==> src/rtl/mem_initiator_pkg.sv <==
// Shared types and widths for the RAM bus initiator and its interface.
package mem_if_pkg;

  localparam int unsigned ADDR_W = 9;
  localparam int unsigned DATA_W = 32;

  typedef enum logic [2:0] {
    IDLE,
    RD_ACTIVE,
    WR_SETUP,
    WR_PULSE,
    WR_RELEASE,
    DONE
  } state_e;

  typedef enum logic {
    READ,
    WRITE
  } mem_op_e;

endpackage

==> src/rtl/mem_initiator_if.sv <==
// RAM-side bus: strobes, address and data between the initiator and the 512x32 RAM.
interface mem_initiator_if #(
  parameter int unsigned ADDR_W = mem_if_pkg::ADDR_W,
  parameter int unsigned DATA_W = mem_if_pkg::DATA_W
);

  logic              mem_read;
  logic              mem_write;
  logic [ADDR_W-1:0] mem_address;
  logic [DATA_W-1:0] mem_wdata;
  logic [DATA_W-1:0] mem_rdata;

  modport master (
    output mem_read,
    output mem_write,
    output mem_address,
    output mem_wdata,
    input  mem_rdata
  );

  modport slave (
    input  mem_read,
    input  mem_write,
    input  mem_address,
    input  mem_wdata,
    output mem_rdata
  );

endinterface

==> src/rtl/mem_initiator.sv <==
// Single-word load/store master for the asynchronous RAM; every output is registered
// so address/data are stable around the write strobe.
module mem_initiator #(
  parameter int unsigned ADDR_W  = mem_if_pkg::ADDR_W,
  parameter int unsigned DATA_W  = mem_if_pkg::DATA_W,
  parameter int unsigned RD_WAIT = 1,
  parameter int unsigned WR_HOLD = 1
) (
  input  logic              clk,
  input  logic              clr,
  input  logic              req_read,
  input  logic              req_write,
  input  logic [ADDR_W-1:0] addr_in,
  input  logic [DATA_W-1:0] wdata_in,
  output logic              busy,
  output logic              done,
  output logic              err,
  output logic [DATA_W-1:0] rdata_out,
  mem_initiator_if.master   bus
);

  import mem_if_pkg::*;

  localparam int unsigned MAX_WAIT = (RD_WAIT > WR_HOLD) ? RD_WAIT : WR_HOLD;
  localparam int unsigned CNT_W    = $clog2(MAX_WAIT + 1);

  state_e            state_q, state_d;
  logic [CNT_W-1:0]  cnt_q, cnt_d;
  logic [ADDR_W-1:0] addr_q, addr_d;
  logic [DATA_W-1:0] wdata_q, wdata_d;
  logic [DATA_W-1:0] rdata_q, rdata_d;
  logic              busy_q, busy_d;
  logic              done_q, done_d;
  logic              err_q, err_d;
  logic              rd_q, rd_d;
  logic              wr_q, wr_d;

  // State and output registers; reset clears everything, strobes included.
  always_ff @(posedge clk) begin
    if (!clr) begin
      state_q <= IDLE;
      cnt_q   <= '0;
      addr_q  <= '0;
      wdata_q <= '0;
      rdata_q <= '0;
      busy_q  <= 1'b0;
      done_q  <= 1'b0;
      err_q   <= 1'b0;
      rd_q    <= 1'b0;
      wr_q    <= 1'b0;
    end else begin
      state_q <= state_d;
      cnt_q   <= cnt_d;
      addr_q  <= addr_d;
      wdata_q <= wdata_d;
      rdata_q <= rdata_d;
      busy_q  <= busy_d;
      done_q  <= done_d;
      err_q   <= err_d;
      rd_q    <= rd_d;
      wr_q    <= wr_d;
    end
  end

  // Next state; outputs are decoded from the next state so they align with it after the edge.
  always_comb begin
    state_d = state_q;
    cnt_d   = cnt_q;
    addr_d  = addr_q;
    wdata_d = wdata_q;
    rdata_d = rdata_q;
    err_d   = 1'b0;

    case (state_q)
      IDLE: begin
        if (req_read && req_write) begin
          err_d = 1'b1;
        end else if (req_read) begin
          addr_d  = addr_in;
          cnt_d   = CNT_W'(RD_WAIT - 1);
          state_d = RD_ACTIVE;
        end else if (req_write) begin
          addr_d  = addr_in;
          wdata_d = wdata_in;
          state_d = WR_SETUP;
        end
      end
      RD_ACTIVE: begin
        if (cnt_q == '0) begin
          rdata_d = bus.mem_rdata;
          state_d = DONE;
        end else begin
          cnt_d = cnt_q - CNT_W'(1);
        end
      end
      WR_SETUP: begin
        cnt_d   = CNT_W'(WR_HOLD - 1);
        state_d = WR_PULSE;
      end
      WR_PULSE: begin
        if (cnt_q == '0) begin
          state_d = WR_RELEASE;
        end else begin
          cnt_d = cnt_q - CNT_W'(1);
        end
      end
      WR_RELEASE: state_d = DONE;
      DONE:       state_d = IDLE;
      default:    state_d = IDLE;
    endcase

    busy_d = (state_d != IDLE);
    done_d = (state_d == DONE);
    rd_d   = (state_d == RD_ACTIVE);
    wr_d   = (state_d == WR_PULSE);
  end

  assign busy            = busy_q;
  assign done            = done_q;
  assign err             = err_q;
  assign rdata_out       = rdata_q;
  assign bus.mem_read    = rd_q;
  assign bus.mem_write   = wr_q;
  assign bus.mem_address = addr_q;
  assign bus.mem_wdata   = wdata_q;

endmodule
==> src/flat_wrapper.sv <==
// flat-port wrapper written by rule: the top's interface ports become plain ports
module mem_initiator_flat import mem_if_pkg::*;
#(
  parameter int unsigned ADDR_W  = mem_if_pkg::ADDR_W,
  parameter int unsigned DATA_W  = mem_if_pkg::DATA_W,
  parameter int unsigned RD_WAIT = 1,
  parameter int unsigned WR_HOLD = 1
)
  (clk, clr, req_read, req_write, addr_in, wdata_in, busy, done, err, rdata_out, bus_mem_read, bus_mem_write, bus_mem_address, bus_mem_wdata, bus_mem_rdata);
  mem_initiator_if #(.ADDR_W(ADDR_W), .DATA_W(DATA_W)) bus_i ();
  input  logic clk;
  input  logic clr;
  input  logic req_read;
  input  logic req_write;
  input  logic [ADDR_W-1:0] addr_in;
  input  logic [DATA_W-1:0] wdata_in;
  output logic busy;
  output logic done;
  output logic err;
  output logic [DATA_W-1:0] rdata_out;
  output wire logic [$bits(bus_i.mem_read)-1:0] bus_mem_read;
  output wire logic [$bits(bus_i.mem_write)-1:0] bus_mem_write;
  output wire logic [$bits(bus_i.mem_address)-1:0] bus_mem_address;
  output wire logic [$bits(bus_i.mem_wdata)-1:0] bus_mem_wdata;
  input wire logic [$bits(bus_i.mem_rdata)-1:0] bus_mem_rdata;
  assign bus_mem_read = bus_i.mem_read;
  assign bus_mem_write = bus_i.mem_write;
  assign bus_mem_address = bus_i.mem_address;
  assign bus_mem_wdata = bus_i.mem_wdata;
  assign bus_i.mem_rdata = bus_mem_rdata;
  mem_initiator #(.ADDR_W(ADDR_W), .DATA_W(DATA_W), .RD_WAIT(RD_WAIT), .WR_HOLD(WR_HOLD)) u_core (.clk(clk), .clr(clr), .req_read(req_read), .req_write(req_write), .addr_in(addr_in), .wdata_in(wdata_in), .busy(busy), .done(done), .err(err), .rdata_out(rdata_out), .bus(bus_i));
endmodule
==> config.mk <==
export PLATFORM = sky130hd
export DESIGN_NAME = mem_initiator_flat
export DESIGN_NICKNAME = d
export VERILOG_FILES = /design/src/rtl/mem_initiator_pkg.sv /design/src/rtl/mem_initiator_if.sv /design/src/rtl/mem_initiator.sv /design/src/flat_wrapper.sv
export SDC_FILE = /design/constraint.sdc
export NUM_CORES = 1
export LEC_CHECK = 0
export BUFFER_PORTS_ARGS = -buffer_cell sky130_fd_sc_hd__buf_4
export CAP_MARGIN = 20
export CELL_PAD_IN_SITES_DETAIL_PLACEMENT = 1
export CELL_PAD_IN_SITES_GLOBAL_PLACEMENT = 1
export CORE_ASPECT_RATIO = 0.8
export CORE_MARGIN = 2
export CORE_UTILIZATION = 30
export CTS_BUF_LIST = sky130_fd_sc_hd__clkbuf_4 sky130_fd_sc_hd__clkbuf_8
export DETAILED_ROUTE_END_ITERATION = 8
export PLACE_DENSITY = 0.79
export SYNTH_ARGS = -nofsm -noshare
export SYNTH_HDL_FRONTEND = slang
export SYNTH_SLANG_ARGS = --single-unit
==> constraint.sdc <==
create_clock -name clk -period 1.35 [get_ports clk]
set_clock_uncertainty 0.05 [all_clocks]
set_input_delay 0.0675 -clock clk [delete_from_list [all_inputs] [get_ports clk]]
set_output_delay 0.0675 -clock clk [all_outputs]
set_load 0.05 [all_outputs]
# Yosys cells after proc, flatten, opt, wreduce, memory -nomap -nowiden
# Index checks and enable logic that the tools add are counted.
# classes
bitwise,3
reduce_logical,11
eq_ne,9
add_sub_neg,1
muxes,13
# op_table
operator,count
2-to-1 mux 9 bit,2
2-to-1 mux 3 bit,5
one-hot mux 3 bit (5 select lines),1
== test 3 x 2 -> 1 bit (second input constant),3
== test 3 x 1 -> 1 bit (second input constant),2
== test 3 bit (second input constant),2
AND reduction 3 bit,2
nonzero test 3 bit,2
2-to-1 mux 1 bit,4
!= test 2 bit (second input constant),2
AND reduction 2 bit,2
AND reduction 4 bit,1
logical NOT 3 bit,1
NOT 1 bit,3
one-hot mux 1 bit (3 select lines),1
nonzero test 2 bit,1
OR reduction 2 bit,1
logical AND 1 bit,1
subtractor 1 bit (second input constant),1
# totals
word_cells,47
register_bits,82
output_inout_bits,78

# Longest topological paths before layout
# Gate-level depths: netlist (run 1).
# logic_depth
depth_word,5
mapped_depth,6

# Worst setup path after synthesis (run 1)
# Ideal clock, no wire load.
# synth_path
path_kind,register -> register
start,register u_core.state_q[1]
end,"register u_core.rdata_q[24], in the netlist u_core.rdata_out[24]"
stages_incl_launch_ff,7
path_slack_ns,0.004
setup_time_ns,0.132
t_arrival_ns,1.164
synth_period_minus_slack_ns,1.346
path_cell_list,dfxtp_1 -> buf_6 -> or3b_1 -> buf_2 -> buf_6 -> nand2_1 -> a21oi_1
# synth_between
elab_chain_cells,2
# synth_rtl
item,line,source
start: declaration,mem_initiator.sv:27,"state_e state_q, state_d;"
start signal: assignment,mem_initiator.sv:52,state_q <= state_d;
== test 3 x 1 -> 1 bit,mem_initiator.sv:74,case (state_q)
AND reduction 2 bit (no source line),n/a,
end signal: assignment,mem_initiator.sv:56,rdata_q <= rdata_d;
end: declaration,mem_initiator.sv:31,"logic [DATA_W-1:0] rdata_q, rdata_d;"
# No other way between the ends.
# A chain may end at the register's enable or synchronous reset.

# Final worst setup path (run 1)
# layout_path
start,register u_core.state_q[2]
end,"register u_core.rdata_q[11], in the netlist u_core.rdata_out[11]"
# The elaborated chain is that of the path after synthesis.

==> impl_results.md, run 1 <==
* Largest family of logic cells by synthesized area: simple AND/OR/NAND/NOR gates
* Mux cell area share after synthesis at 10.6%
* Fraction of layout cells with a size suffix above 1 at 41.8%
* CP startpoint kind: flip-flop
* First-pass GRT wire length at 17500 µm
* Fillers at 1168
* Sw Share at 32.8%
* Clock network power share at 30.2%
* Crit path kind: reg -> reg
* Final hold vios at 0
* Worst min-delay path category: in -> reg
* Total track usage at 19.7%
* CTS H-tree depth at 3
* Final Max Tran Viols at 0
* Number of port buffers at 154
* Most crowded layer after global routing: met2
* Post-route clock period utilization at 103%
* Global route overflow at 0
* Vias in the first global route at 3533
* Fraction of the mapped netlist area in adder cells at 0.400%
* Commonest non-fill, non-tap cells in the layout: 159 x buf_4, 128 x nand2_1, 78 x dfxtp_1
* Peak supply drop at 0.862 mV
* TritonRoute pass-1 iters at 4
* GR Util met1 at 21.1%
* F_max at 723 MHz
* Non-Filler Instances at 733
* Cts bufs inserted at 9
* DRT iter0 DRCs at 118
* Syn_area_per_cell at 8.80 µm²
* Syn nets at 433
* Seq/Total Area, Yosys at 51.9%
* Internal power at 4.82 mW
* YS warnings at 0
* Die height at 95.3 µm
* CTS tree: done
* Worst rel slew slack at 63.1%
* Max capacitance violation total at 0
* FF/Latch Area at 1630 µm²
* Area of the multi-input gates at 1490 µm²
* Final setup fails at 11
* Status: complete, but fails checks
* Clock Latency Late Sink at 0.35 ns
* Fin crit period at 1.38 ns
* Detail Placement HPWL at 6720 µm
* Violated checks: setup timing
* Die W at 118 µm
* P&R area growth vs syn at 85.5%
* Initial antenna violation count at 0
* Most common cell after layout, fill and taps aside: buf_4
* Post-route ant nets at 0
* Flops & latches, synth at 81
* # placed instances at 633
* Share of power burned in registers at 37.6%
* Compound-gate portion of the synthesized area at 7.85%
* Nets at 666
* Row count at 33
* Vias at 3384
* Combinational share of power at 32.2%
* Core footprint at 10200 µm²
* I/O pin total at 155
* Die area at 11300 µm²
* Clk root buf: clkbuf_8
* Worst EP arrival at 1.62 ns
* CP Max Fanout at 8
* Max Root-Sink Buffers at 2
* Worst-path clk slew at 0.08 ns
* PwrDens at 1240 nW/µm²
* Largest net degree at the start of global routing at 63
* CTS sink count at 81
* Static Leak at 2.49 nW
* Cell area after synthesis at 3130 µm²
* Util after Layout at 56.9%
* Final worst setup slack at -0.0338 ns
* RSZ-0062 raised after global routing: yes
* Post-Syn Instances at 355
* Minimum hold slack at 0.0675 ns
* Worst Tran Pin Value at 0.554 ns
* Antenna cell count at 0
* Synth unique cells at 28
* Drt drc at 0
* Routed WL at 12700 µm
* Met3 Use GR at 4.84%
* Worst endpoint required time at 1.59 ns
* Net switching power of the design at 2.35 mW
* Gp weighted congestion at 0.745
* Met2 usage at 37.4%
* Initial Util at 30.6%
* Avg WL per Cell at 17.4 µm
* Simple logic cell fraction of the synthesized area at 22.5%
* Total power draw at 7.17 mW
* Critical path endpoint category: flip-flop
* Via/cell ratio at 4.62
* Synth Area in XOR/XNOR at 0%
==> power groups by stage <==
| stage | clock network (mW) | registers, mW | logic, mW |
|---|---|---|---|
| after floorplan | 0 | 3.32 | 0.561 |
| after global placement | 0 | 2.72 | 1.72 |
| after detailed placement | 0 | 2.73 | 1.76 |
| after CTS | 2.22 | 2.68 | 1.94 |
| after global routing | 2.31 | 2.72 | 2.43 |
| final | 2.16 | 2.70 | 2.31 |
==> stage by stage <==
stage / setup slack, ns / area, µm² / setup TNS (ns)
after floorplan: 0.00402 / 3130 / 0
after global placement: 0.0241 / 4410 / 0
after detailed placement: -0.0779 / 4410 / -0.868
after CTS: 0.00435 / 5390 / 0
after global routing: -0.0925 / 5800 / -2.57
final: -0.0338 / 5800 / -0.129
==> layout make-up <==
class                           instances  share of cell area [%]
Clock inverter                          6                    1.81
Sequential cell                        81                    28.2
Timing Repair Buffer                  250                    38.8
Clock buffer                           10                    2.37
Multi-Input combinational cell        245                    25.7
Tap cell                              140                    3.02
Inverter                                1                  0.0647
==> logic make-up (layout without fill, tap and decap cells) <==
group	Yosys count	after routing
buffers and inverters	29	267
AND/OR/NAND/NOR	165	165
AO/OA/AOI/OAI	46	46
adder cells (fa/ha/maj)	1	1
flip-flops	81	81
multiplexers	33	33
==> critical path: stages (launching register included) <==
cell and delay (ns):
dfxtp_4 0.37, buf_6 0.13, nor3b_4 0.22, buf_12 0.16, clkbuf_16 0.16, nand2_1 0.08
a21oi_2 0.13
==> Yosys cell counts (all sizes together) <==
cell type / instances / area share, %
or3: 2 / 0.56
a21oi: 33 / 5.3
clkbuf: 8 / 0.96
nor4b: 1 / 0.76
and2: 1 / 0.20
nor2: 5 / 0.60
inv: 1 / 0.12
ha: 1 / 0.40
buf: 20 / 5.7
o211ai: 1 / 0.40
nand2: 138 / 17
nand3: 9 / 1.6
mux2i: 33 / 11
and3: 1 / 0.20
or3b: 1 / 0.28
nor3: 3 / 0.48
o21ai: 12 / 2.2
nor3b: 3 / 1.0
nor2b: 1 / 0.20
dfxtp: 81 / 52
==> path summary, 6_finish.rpt <==
kind | start | to | slack [ns] | cells after the start
worst min register to register | u_core.bus.mem_address[8] | u_core.bus.mem_address[8] | 0.41 | 2
worst max register to register | u_core.state_q[2] | u_core.rdata_out[11] | -0.03 | 6
worst min-delay path | clr | u_core.state_q[1] | 0.07 | 4
worst max-delay path | u_core.state_q[2] | u_core.rdata_out[11] | -0.03 | 6
==> repair_timing <==
action / in CTS / in global routing
hold endpoints to repair: 73 / 0
setup buffers: 0 / 4
pin swaps: 0 / 20
hold buffers: 73 / 0
gates cloned: 0 / 7
setup endpoints to repair: 35 / 64
resized for setup: 4 / 66
==> sequential cells by signal (all words and copies together) (netlist names) <==
signal                  cells
u_core.bus.mem_wdata       32
u_core.rdata_out           32
u_core.bus.mem_address      9
u_core.state_q              3
u_core.bus.mem_read         1
u_core.bus.mem_write        1
u_core.busy                 1
u_core.done                 1
u_core.err                  1
==> layer usage <==
| layer | share of wire [%] | vias up |
|---|---|---|
| li1 | - | 1621 |
| met1 | 38 | 1640 |
| met2 | 54 | 99 |
| met3 | 4.9 | 24 |
| met4 | 2.8 | 0 |
| met5 | 0 | - |
Note: power is estimated with default switching activity, not from simulation.
==> run 2: changes to the inputs <==
--- a/config.mk
+++ b/config.mk
@@ -11,10 +11,10 @@
 export CELL_PAD_IN_SITES_GLOBAL_PLACEMENT = 1
 export CORE_ASPECT_RATIO = 0.8
 export CORE_MARGIN = 2
-export CORE_UTILIZATION = 30
+export CORE_UTILIZATION = 33
 export CTS_BUF_LIST = sky130_fd_sc_hd__clkbuf_4 sky130_fd_sc_hd__clkbuf_8
 export DETAILED_ROUTE_END_ITERATION = 8
-export PLACE_DENSITY = 0.79
+export PLACE_DENSITY = 0.82
 export SYNTH_ARGS = -nofsm -noshare
 export SYNTH_HDL_FRONTEND = slang
 export SYNTH_SLANG_ARGS = --single-unit
==> constraint.sdc (replaced) <==
create_clock -name clk -period 1.3 [get_ports clk]
set_clock_uncertainty 0.05 [all_clocks]
set_input_delay 0.065 -clock clk [delete_from_list [all_inputs] [get_ports clk]]
set_output_delay 0.065 -clock clk [all_outputs]
set_load 0.05 [all_outputs]
==> run 2 against run 1 <==
  * Design area rose by 1.9%
  * Global-route usage is 4.9 points higher
  * Total power up 4.1%
  * Final cell count fell by 2.2%
  * Maximum frequency decreased by 5.8%
  * First-iteration DRC count up 15%
  * Combinational power up 11%
  * Critical path type unchanged
  * Clock power fell by 4%
  * The run still ends with setup timing left
  * Count of clock-buffer cells in the layout up 1
  * Via count up 5.1%
==> impl_results.md, run 2 (same netlist as run 1, synthesis figures left out) <==
* Vias in the first global route at 3801
* Reg-to-reg critical path startpoint: u_core.state_q[1]
* Routed WL at 14900 µm
* PwrDens at 1260 nW/µm²
* Die area at 10300 µm²
* Worst min-delay path category: in -> reg
* Vias at 3557
* Non-Filler Instances at 717
* Worst EP arrival at 1.69 ns
* Worst rel slew slack at 62.2%
* Largest net degree at the start of global routing at 84
* CTS sink count at 81
* Fraction of layout cells with a size suffix above 1 at 45.2%
* Max capacitance violation total at 0
* Worst-path clk slew at 0.10 ns
* Initial Util at 34.3%
* Critical-path cell list: buf_6 > nor3b_4 > buf_6 > clkbuf_16 > nand2_2 > a21oi_2
* Drt drc at 0
* R2r worst-path depth at 6
* Die height at 91.0 µm
* Cts bufs inserted at 9
* Min-Delay Path Depth at 4
* Static Leak at 2.55 nW
* Max Root-Sink Buffers at 2
* Die W at 113 µm
* Nets at 672
* Area of the multi-input gates at 1560 µm²
* Fillers at 1016
* I/O pin total at 155
* Setup TNS at -5.72 ns
* CTS H-tree depth at 3
* Final worst setup slack at -0.169 ns
* First-pass GRT wire length at 20100 µm
* Total track usage at 24.7%
* DRT iter0 DRCs at 136
* Global route overflow at 0
* Core footprint at 9110 µm²
* Avg WL per Cell at 20.8 µm
* Number of port buffers at 154
* RSZ-0062 raised after global routing: yes
* # placed instances at 609
* Violated checks: setup timing
* Peak supply drop at 0.793 mV
* Most common cell after layout, fill and taps aside: buf_4
* Post-route ant nets at 0
* Critical path endpoint category: flip-flop
* Crit path max-delay cell type: dfxtp_4
* Clock Latency Late Sink at 0.34 ns
* CP startpoint kind: flip-flop
* Final hold vios at 0
* Final setup fails at 77
* Dpl ws at -0.140 ns
* Status: complete, but fails checks
* Gp weighted congestion at 0.762
* P&R area growth vs syn at 89.1%
* Commonest non-fill, non-tap cells in the layout: 162 x buf_4, 117 x nand2_1, 78 x dfxtp_1
* Worst endpoint required time at 1.52 ns
* Initial antenna violation count at 2
* Worst R2R End: u_core.rdata_out[13]
* Post-route clock period utilization at 113%
* Final Max Tran Viols at 0
* TritonRoute pass-1 iters at 4
* Fin crit period at 1.47 ns
* Most frequent CP cell: buf_6
* Post-route cell area at 5910 µm²
* Via/cell ratio at 4.96
* F_max at 681 MHz
* CTS tree: done
* Total power draw at 7.47 mW
* Crit path kind: reg -> reg
* Crit path largest cell delay at 0.38 ns
* Row count at 31
* Area of placed instances at 4400 µm²
* CP Max Fanout at 8
* WHS Endpoint: u_core.bus.mem_address[4]
* FF/Latch Area at 1630 µm²
* Clk root buf: clkbuf_8
* Register-to-register setup slack at -0.17 ns
* Worst Tran Pin Value at 0.567 ns
* Hold_sp: clr
* Detail Placement HPWL at 6820 µm
[run 2: power breakdown]
| part | leakage (nW) | switching [mW] | internal, mW |
|---|---|---|---|
| clock network | 0.106 | 0.960 | 1.12 |
| logic | 1.78 | 1.49 | 1.08 |
| registers | 0.662 | 0.140 | 2.68 |
[run 2: worst max-delay path by stage]
stage	from	to	slack, ns	cells past startpoint
6_report	u_core.state_q[1]	u_core.rdata_out[13]	-0.17	6
5_1_grt	u_core.state_q[1]	u_core.rdata_out[13]	-0.20	6
4_1_cts	u_core.state_q[0]	u_core.bus.mem_address[8]	-0.09	6
3_5_place_dp	u_core.state_q[2]	u_core.bus.mem_wdata[15]	-0.14	4
3_3_place_gp	u_core.state_q[2]	u_core.bus.mem_wdata[27]	-0.02	4
2_1_floorplan	u_core.state_q[2]	u_core.rdata_out[24]	-0.04	6
[run 2: cell type report]
class	count	area share, %
Antenna cell	3	0.127
Multi-Input combinational cell	245	26.4
Clock buffer	11	2.35
Clock inverter	5	1.36
Tap cell	115	2.43
Timing Repair Buffer	256	39.7
Inverter	1	0.0635
Sequential cell	81	27.6
[run 2: routing by layer]
metal | global-route usage (%) | up-vias | routed length [µm]
li1 | - | 1631 | -
met1 | 26.3 | 1769 | 5630
met2 | 47.5 | 112 | 8110
met3 | 4.47 | 45 | 579
met4 | 10.1 | 0 | 563
met5 | 0 | - | 0
[run 2: through the flow]
step | utilization, % | hold WS, ns
2_1_floorplan | - | 0.136
3_3_place_gp | 48.2 | 0.226
3_5_place_dp | 48.2 | 0.237
4_1_cts | 60.2 | 0.172
5_1_grt | 64.8 | 0.210
6_report | 64.8 | 0.179
[run 2: repair_timing]
item | 4_1_cts | 5_1_grt
resized for setup | 15 | 78
hold buffers | 74 | 0
pin swaps | 7 | 29
gates cloned | 2 | 5
setup buffers | 3 | 5
endpoints found under the hold margin | 74 | 0
endpoints found under the setup margin | 77 | 78
[run 2: worst max-delay path, delay by kind of cell, from the launching register on]
kind	cells	cell delay, ns
AO/OA/AOI/OAI	1	0.17
AND/OR/NAND/NOR	2	0.32
buffers and inverters	3	0.46
flip-flops	1	0.38
